### src/rtl/be_mem_arbiter_pkg.sv
// Shared types for the back-end memory port arbiter.
package be_mem_arbiter_pkg;

  typedef enum logic {
    ARB_IDLE = 1'b0,
    ARB_BUSY = 1'b1
  } arb_state_t;

  // Index width that stays legal for a single-entry vector.
  function automatic int unsigned idx_w(input int unsigned n);
    return (n > 1) ? $clog2(n) : 1;
  endfunction

endpackage

### src/rtl/be_mem_arbiter_rr.sv
// Round-robin priority encoder: rotate requests by ptr, pick lowest set bit, rotate index back.
module rr_priority_enc
  import be_mem_arbiter_pkg::*;
#(
  parameter  int unsigned N = 2,
  localparam int unsigned W = idx_w(N)
) (
  input  logic [N-1:0] req,
  input  logic [W-1:0] ptr,
  output logic [W-1:0] gnt_idx,
  output logic         any
);

  logic [N-1:0] rot;

  always_comb begin
    int unsigned sel;
    logic        found;
    rot   = '0;
    sel   = 0;
    found = 1'b0;
    for (int unsigned i = 0; i < N; i++) begin
      rot[i] = req[(i + 32'(ptr)) % N];
    end
    for (int unsigned i = 0; i < N; i++) begin
      if (rot[i] && !found) begin
        found = 1'b1;
        sel   = i;
      end
    end
    gnt_idx = W'((sel + 32'(ptr)) % N);
    any     = |req;
  end

endmodule

### src/rtl/be_mem_arbiter.sv
// Shares one native memory port among N_MASTERS cache back-ends with round-robin,
// burst-locked grants of up to MAX_BURST transfers.
module be_mem_arbiter
  import be_mem_arbiter_pkg::*;
#(
  parameter  int unsigned N_MASTERS = 2,
  parameter  int unsigned ADDR_W    = 32,
  parameter  int unsigned DATA_W    = 32,
  parameter  int unsigned MAX_BURST = 8,
  localparam int unsigned NBYTES    = DATA_W / 8
) (
  input  logic                        clk,
  input  logic                        reset,
  input  logic [N_MASTERS-1:0]        s_valid,
  input  logic [N_MASTERS*ADDR_W-1:0] s_addr,
  input  logic [N_MASTERS*DATA_W-1:0] s_wdata,
  input  logic [N_MASTERS*NBYTES-1:0] s_wstrb,
  output logic [N_MASTERS*DATA_W-1:0] s_rdata,
  output logic [N_MASTERS-1:0]        s_ready,
  output logic                        mem_valid,
  output logic [ADDR_W-1:0]           mem_addr,
  output logic [DATA_W-1:0]           mem_wdata,
  output logic [NBYTES-1:0]           mem_wstrb,
  input  logic [DATA_W-1:0]           mem_rdata,
  input  logic                        mem_ready
);

  localparam int unsigned M_W   = idx_w(N_MASTERS);
  localparam int unsigned CNT_W = $clog2(MAX_BURST + 1);

  arb_state_t       state, state_n;
  logic [M_W-1:0]   grant, grant_n, rr_ptr, rr_n, enc_idx, next_ptr;
  logic [CNT_W-1:0] burst_cnt, cnt_n;
  logic             enc_any;

  rr_priority_enc #(.N(N_MASTERS)) u_enc (
    .req    (s_valid),
    .ptr    (rr_ptr),
    .gnt_idx(enc_idx),
    .any    (enc_any)
  );

  assign next_ptr = (grant == M_W'(N_MASTERS - 1)) ? '0 : grant + 1'b1;
  assign s_rdata  = {N_MASTERS{mem_rdata}};

  always_ff @(posedge clk) begin
    if (reset) begin
      state     <= ARB_IDLE;
      grant     <= '0;
      rr_ptr    <= '0;
      burst_cnt <= '0;
    end else begin
      state     <= state_n;
      grant     <= grant_n;
      rr_ptr    <= rr_n;
      burst_cnt <= cnt_n;
    end
  end

  always_comb begin
    state_n = state;
    grant_n = grant;
    rr_n    = rr_ptr;
    cnt_n   = burst_cnt;
    case (state)
      ARB_IDLE: begin
        if (enc_any) begin
          grant_n = enc_idx;
          cnt_n   = '0;
          state_n = ARB_BUSY;
        end
      end
      ARB_BUSY: begin
        // A dropped valid ends the burst even mid-transfer, so a misbehaving master cannot hold the port.
        if (!s_valid[grant]) begin
          state_n = ARB_IDLE;
          rr_n    = next_ptr;
        end else if (mem_ready) begin
          cnt_n = burst_cnt + 1'b1;
          if (burst_cnt == CNT_W'(MAX_BURST - 1)) begin
            state_n = ARB_IDLE;
            rr_n    = next_ptr;
          end
        end
      end
      default: state_n = ARB_IDLE;
    endcase
  end

  // Outputs are forced quiet while reset is asserted, even if the state register is still BUSY.
  always_comb begin
    int unsigned gi;
    gi        = 32'(grant);
    mem_valid = 1'b0;
    mem_addr  = '0;
    mem_wdata = '0;
    mem_wstrb = '0;
    s_ready   = '0;
    if (state == ARB_BUSY && !reset) begin
      mem_valid      = s_valid[grant];
      mem_addr       = s_addr[gi*ADDR_W +: ADDR_W];
      mem_wdata      = s_wdata[gi*DATA_W +: DATA_W];
      mem_wstrb      = s_wstrb[gi*NBYTES +: NBYTES];
      s_ready[grant] = mem_ready;
    end
  end

endmodule

### config.mk
export PLATFORM = sky130hd
export DESIGN_NAME = be_mem_arbiter
export DESIGN_NICKNAME = d
export VERILOG_FILES = /design/src/rtl/be_mem_arbiter_pkg.sv /design/src/rtl/be_mem_arbiter_rr.sv /design/src/rtl/be_mem_arbiter.sv
export SDC_FILE = /design/constraint.sdc
export NUM_CORES = 1
export LEC_CHECK = 0
export CAP_MARGIN = 20
export CORE_AREA = 2 2 121 123
export DETAILED_ROUTE_END_ITERATION = 7
export DIE_AREA = 0 0 123 125
export GPL_TIMING_DRIVEN = 0
export PLACE_DENSITY = 0.58
export SLEW_MARGIN = 30
export SYNTH_ARGS = -nofsm -noshare
export SYNTH_HDL_FRONTEND = slang
export SYNTH_SLANG_ARGS = --single-unit
export TNS_END_PERCENT = 50
### constraint.sdc
create_clock -name clk -period 1.4 [get_ports clk]
set_input_delay 0.35 -clock clk [delete_from_list [all_inputs] [get_ports clk]]
set_output_delay 0.35 -clock clk [all_outputs]
set_load 0.02 [all_outputs]
Yosys cells after proc, flatten, opt, wreduce, memory -nomap -nowiden
Cells that the tools add are included.

cells by class
  add/subtract/negate cells = 4
  $lt $le $gt $ge = 4
  equality and inequality tests = 6
  shifts and indexed selects = 3
  mux-type cells = 28
  bitwise gates (word level) = 2
  reduce and logical (&&, ||, !) cells = 9

operators with widths
  operator                                                                  number
  64-bit by 7-bit variable part select with 32-bit output                   2
  32-bit two-way mux                                                        2
  1-bit two-way mux                                                         18
  4-bit two-way mux                                                         4
  4-bit case mux with 2 select lines                                        1
  8-bit by 4-bit variable part select with 4-bit output                     1
  1-bit by 2-bit < comparator with 1-bit output (second input constant)     3
  2-bit inequality test (second input constant)                             3
  3-bit AND reduction                                                       2
  4-bit by 1-bit adder with 4-bit output (second input constant)            1
  4-bit by 3-bit equality test with 1-bit output (second input constant)    1
  2-bit by 1-bit inequality test with 1-bit output (second input constant)  2
  1-bit logical AND                                                         3
  2-bit bitwise AND                                                         1
  1-bit logical NOT                                                         2
  2-bit two-way mux                                                         1
  1-bit case mux with 2 select lines                                        1
  2-bit AND reduction                                                       1
  2-bit OR reduction                                                        1
  1-bit adder                                                               1
  1-bit adder (first input constant)                                        1
  1-bit adder (second input constant)                                       1
  1-bit demux with 1-bit select                                             1
  1-bit >= comparator (second input constant)                               1
  1-bit inverter                                                            1

word-level totals
  register bits = 7
  bits of input ports = 173
  output and inout bits = 135
  word-level logic and storage cells = 60

Longest topological paths before layout
  depth after elaboration = 7
  depth in mapped cells = 4
  mapped depth without buffers = 4

Modules after synthesis
A second synthesis with hierarchy kept.

unflattened totals
  cells, all modules = 261
  area, all modules = 1893.1 um^2

by module, submodules not included
  module           times used  cells an instance  area an instance (um^2)  sequential area each (um^2)
  be_mem_arbiter   1           258                1871.8                   140.1
  rr_priority_enc  1           3                  21.3                     0.0

Worst setup path after synthesis
OpenSTA, ideal clock, no wires.

  kind = in2out
  from = input reset
  to = output s_ready[0]
  arrival = 1.373 ns
  data required time = 1.050 ns
  slack = -0.323 ns
  stages on the path = 4
  buffers on the path = 2
  cell sequence = nand2b_1 clkbuf_1 clkbuf_1 nor3b_1

between the ends
  cells in the longest elaborated chain, start to end = 3

RTL lines
  item               line                  text
  from (decl)        be_mem_arbiter.sv:13  input logic reset,
  1-bit logical NOT  be_mem_arbiter.sv:99  if (state == ARB_BUSY && !reset) begin
  1-bit logical AND  be_mem_arbiter.sv:99
  2-bit two-way mux  be_mem_arbiter.sv:99
  to (decl)          be_mem_arbiter.sv:19  output logic [N_MASTERS-1:0] s_ready,

No other way between the ends.

Worst setup path after layout
  from = register grant
  to = output mem_addr[27]

between the ends
  cells in the longest elaborated chain, start to end = 2

RTL lines
  item                                                     line                   text
  from (decl)                                              be_mem_arbiter.sv:32   logic [M_W-1:0] grant, grant_n, rr_ptr, rr_n, enc_idx, next_ptr;
  from (signal assigned)                                   be_mem_arbiter.sv:54   grant <= grant_n;
  64-bit by 7-bit variable part select with 32-bit output  be_mem_arbiter.sv:101  mem_addr = s_addr[gi*ADDR_W +: ADDR_W];
  32-bit two-way mux                                       be_mem_arbiter.sv:99
  to (decl)                                                be_mem_arbiter.sv:21   output logic [ADDR_W-1:0] mem_addr,

No other way between the ends.

==> flow_summary.toml <==
[sta]
worst_slack_ns = -0.461
setup-violations-final = 71
period_needed_ns = 1.86
relSlewSlack = 0.803
tightest_slew_ns = 0.296
post-route-period-util = 1.33
rsz0062_at_grt = "yes"
report.final.slew_viol_count = 0
skew_ns = 0.00436
hold_slack_ns = 0.512
max_freq_ghz = 0.537
hold_viol = 0

[clock_tree]
cts_buffers = 3
cts_tree = "built"
cts_hold_buf = 0
root_buffer = "clkbuf_16"
cts_sinks = 7
htreeDepth = 1
clk_latency_ns = 0.24
clkTransAtPathRegs_ns = 0.04
clk_path_buf_depth = 2

[setup_path]
cpMaxStageDelayCell = "dfxtp_4"
critPathMaxFanout = 6
arrival_ns = 1.51
cp-start-kind = "flip-flop"
crit_path_cell_trace = "clkbuf_16 > buf_8 > buf_12 > mux2i_4 > nor2_2 > buf_6"
cp_data_required_time_ns = 1.05
endpoint_kind = "output port"
cpPeakStageDelay_ns = 0.41
crit_path_start = "grant$_SDFFE_PP0P_"
critPathKind = "reg -> out"
reg2reg_from = "grant$_SDFFE_PP0P_"

[floorplanning]
coreArea_sq_um = 14200
dieArea_sq_um = 15400
die_y_um = 125
initial_core_util = 0.135
io-pin-count = 308
num_rows = 44
die_w_um = 123

[drt]
ant_nets = 0
met3_length_mm = 1.13
met2_length_mm = 6.07
drt_iter0_drc = 50
top_layer = "met4"
wl_mm = 11.5
vias = 2979
drt_pass1_iterations = 5
drc = 0
m1WireLength_mm = 4.16
viasPerCell = 3.98
wl_per_cell_um = 15.4

[final_layout]
syn_to_final_growth_pct = 240
fillCellCount = 1341
layout-drive-gt1-share = 0.546
postLayoutCoreUtil = 0.460
diodes = 0
nets = 739
layout_commonest_cell = "clkdlybuf4s50_1"
final_cell_mix = "clkdlybuf4s50_1, buf_4, buf_6"

[synthesis]
netlist_area_sq_um = 1920
ys_warn_count = 0
synthTopCellsByArea = "mux2i_1, buf_4, nor2_1"
syn-instance-count = 266
synth_top_flop_cell = "dfxtp_1"
synth.net_count = 440
yosys.cell_types.count = 31
synth_top_area_share = 0.354
ys_seq_elements = 7
yosysSeqAreaShare = 0.0728
synth.avg_cell_area_sq_um = 7.23
synth_edf_count = 0
async_flop_share = 0
yosys.area.top_type = "mux2i_1"

[placement]
portBuffers = 275
hpwl_mm = 8.81
gp_congestion = 0.790

[run_status]
violations = "negative setup slack"
outcome = "finished, violations left"

[power_and_ir_drop]
p_per_area_nw_per_um2 = 459
leakagePower_nw = 2.47
peakVddDrop_mv = 0.454

[global_routing]
grt_pass1_wl_mm = 15.6
grt_usage = 0.130
grt_pass1_vias = 2970
grt-ovfl-total = 0
grt_start_max_net_pins = 11
antenna_found_initial = 0

[hold_path]
holdCritStartpoint = "burst_cnt[1]$_SDFFE_PP0P_"
hp-class = "reg -> reg"

[flow_run]
maxCapViolCount = 0
registers in the layout (all words and copies together) (netlist names):
name       cells
rr_ptr         1
state          1
grant          1
burst_cnt      4
worst max-delay path: cells and delay by family, from the launching register on:
family                 cells  cell delay [ns]
buffers and inverters      4             0.56
flip-flops                 1             0.41
multiplexers               1             0.24
AND/OR/NAND/NOR            1             0.06
cells by family (layout without fill, tap and decap cells):
logic type,count (synthesis),in the layout,share of synthesized area
and+or+nand+nor,86,87,0.192
buffers and inverters,86,383,0.305
muxes,70,70,0.365
AOI/OAI and AO/OA,16,16,0.0579
DFF,7,7,0.0728
adders and majority gates,1,1,0.00650
synthesized netlist by cell type, drive strengths merged (2+ instances only):
library cell / count
a21oi: 3
a31oi: 2
buf: 73
clkbuf: 9
dfxtp: 7
inv: 4
mux2: 2
mux2i: 68
nand2b: 3
nand3: 3
nor2: 71
nor2b: 2
o211ai: 2
o21ai: 2
layer usage:
metal / GRT usage / vias to the layer above
li1: - / 1432
met1: 0.141 / 1377
met2: 0.250 / 159
met3: 0.0310 / 11
met4: 0.0247 / 0
met5: 0 / -
worst paths after layout:
check	cells after the start	to	slack, ns
min	2	burst_cnt[1]$_SDFFE_PP0P_	0.51
max reg2reg	3	rr_ptr$_SDFFE_PP0P_	0.03
min reg2reg	2	burst_cnt[1]$_SDFFE_PP0P_	0.51
max	6	mem_addr[27]	-0.46
final cells by class:
cell class                      instances  area, sq um  share of cell area
Timing Repair Buffer                  294         3100               0.474
Multi-Input combinational cell        174         2130               0.326
Buffer                                 81          840               0.128
Tap cell                              184          230              0.0352
Sequential cell                         7          145              0.0222
Clock buffer                            4         78.8              0.0121
Inverter                                4         15.0             0.00230
stage by stage:
step                TNS, ns  instances  cell area [sq um]  power [W]  worst slack (ns)
floorplan             -3.05        266               2290    0.00109           -0.0513
global placement    -103.52        725               5270    0.00192             -1.53
detailed placement  -103.22        725               5270    0.00193             -1.53
CTS                  -33.99        732               5800    0.00264            -0.553
global route         -29.61        748               6530    0.00314            -0.525
finish               -25.34        748               6530    0.00300            -0.461
repair_timing:
| action | in CTS | in global routing |
|---|---|---|
| setup buffers | 1 | 7 |
| gates resized for setup | 240 | 316 |
| pin swaps | 0 | 2 |
| gates cloned | 3 | 9 |
| setup endpoints to repair | 75 | 74 |
where the power goes:
part	switching, W	internal, W
Clock	0.000126	0.000381
Sequential	0.0000180	0.000210
Combinational	0.000907	0.00136
(Power assumes the default switching activity.)
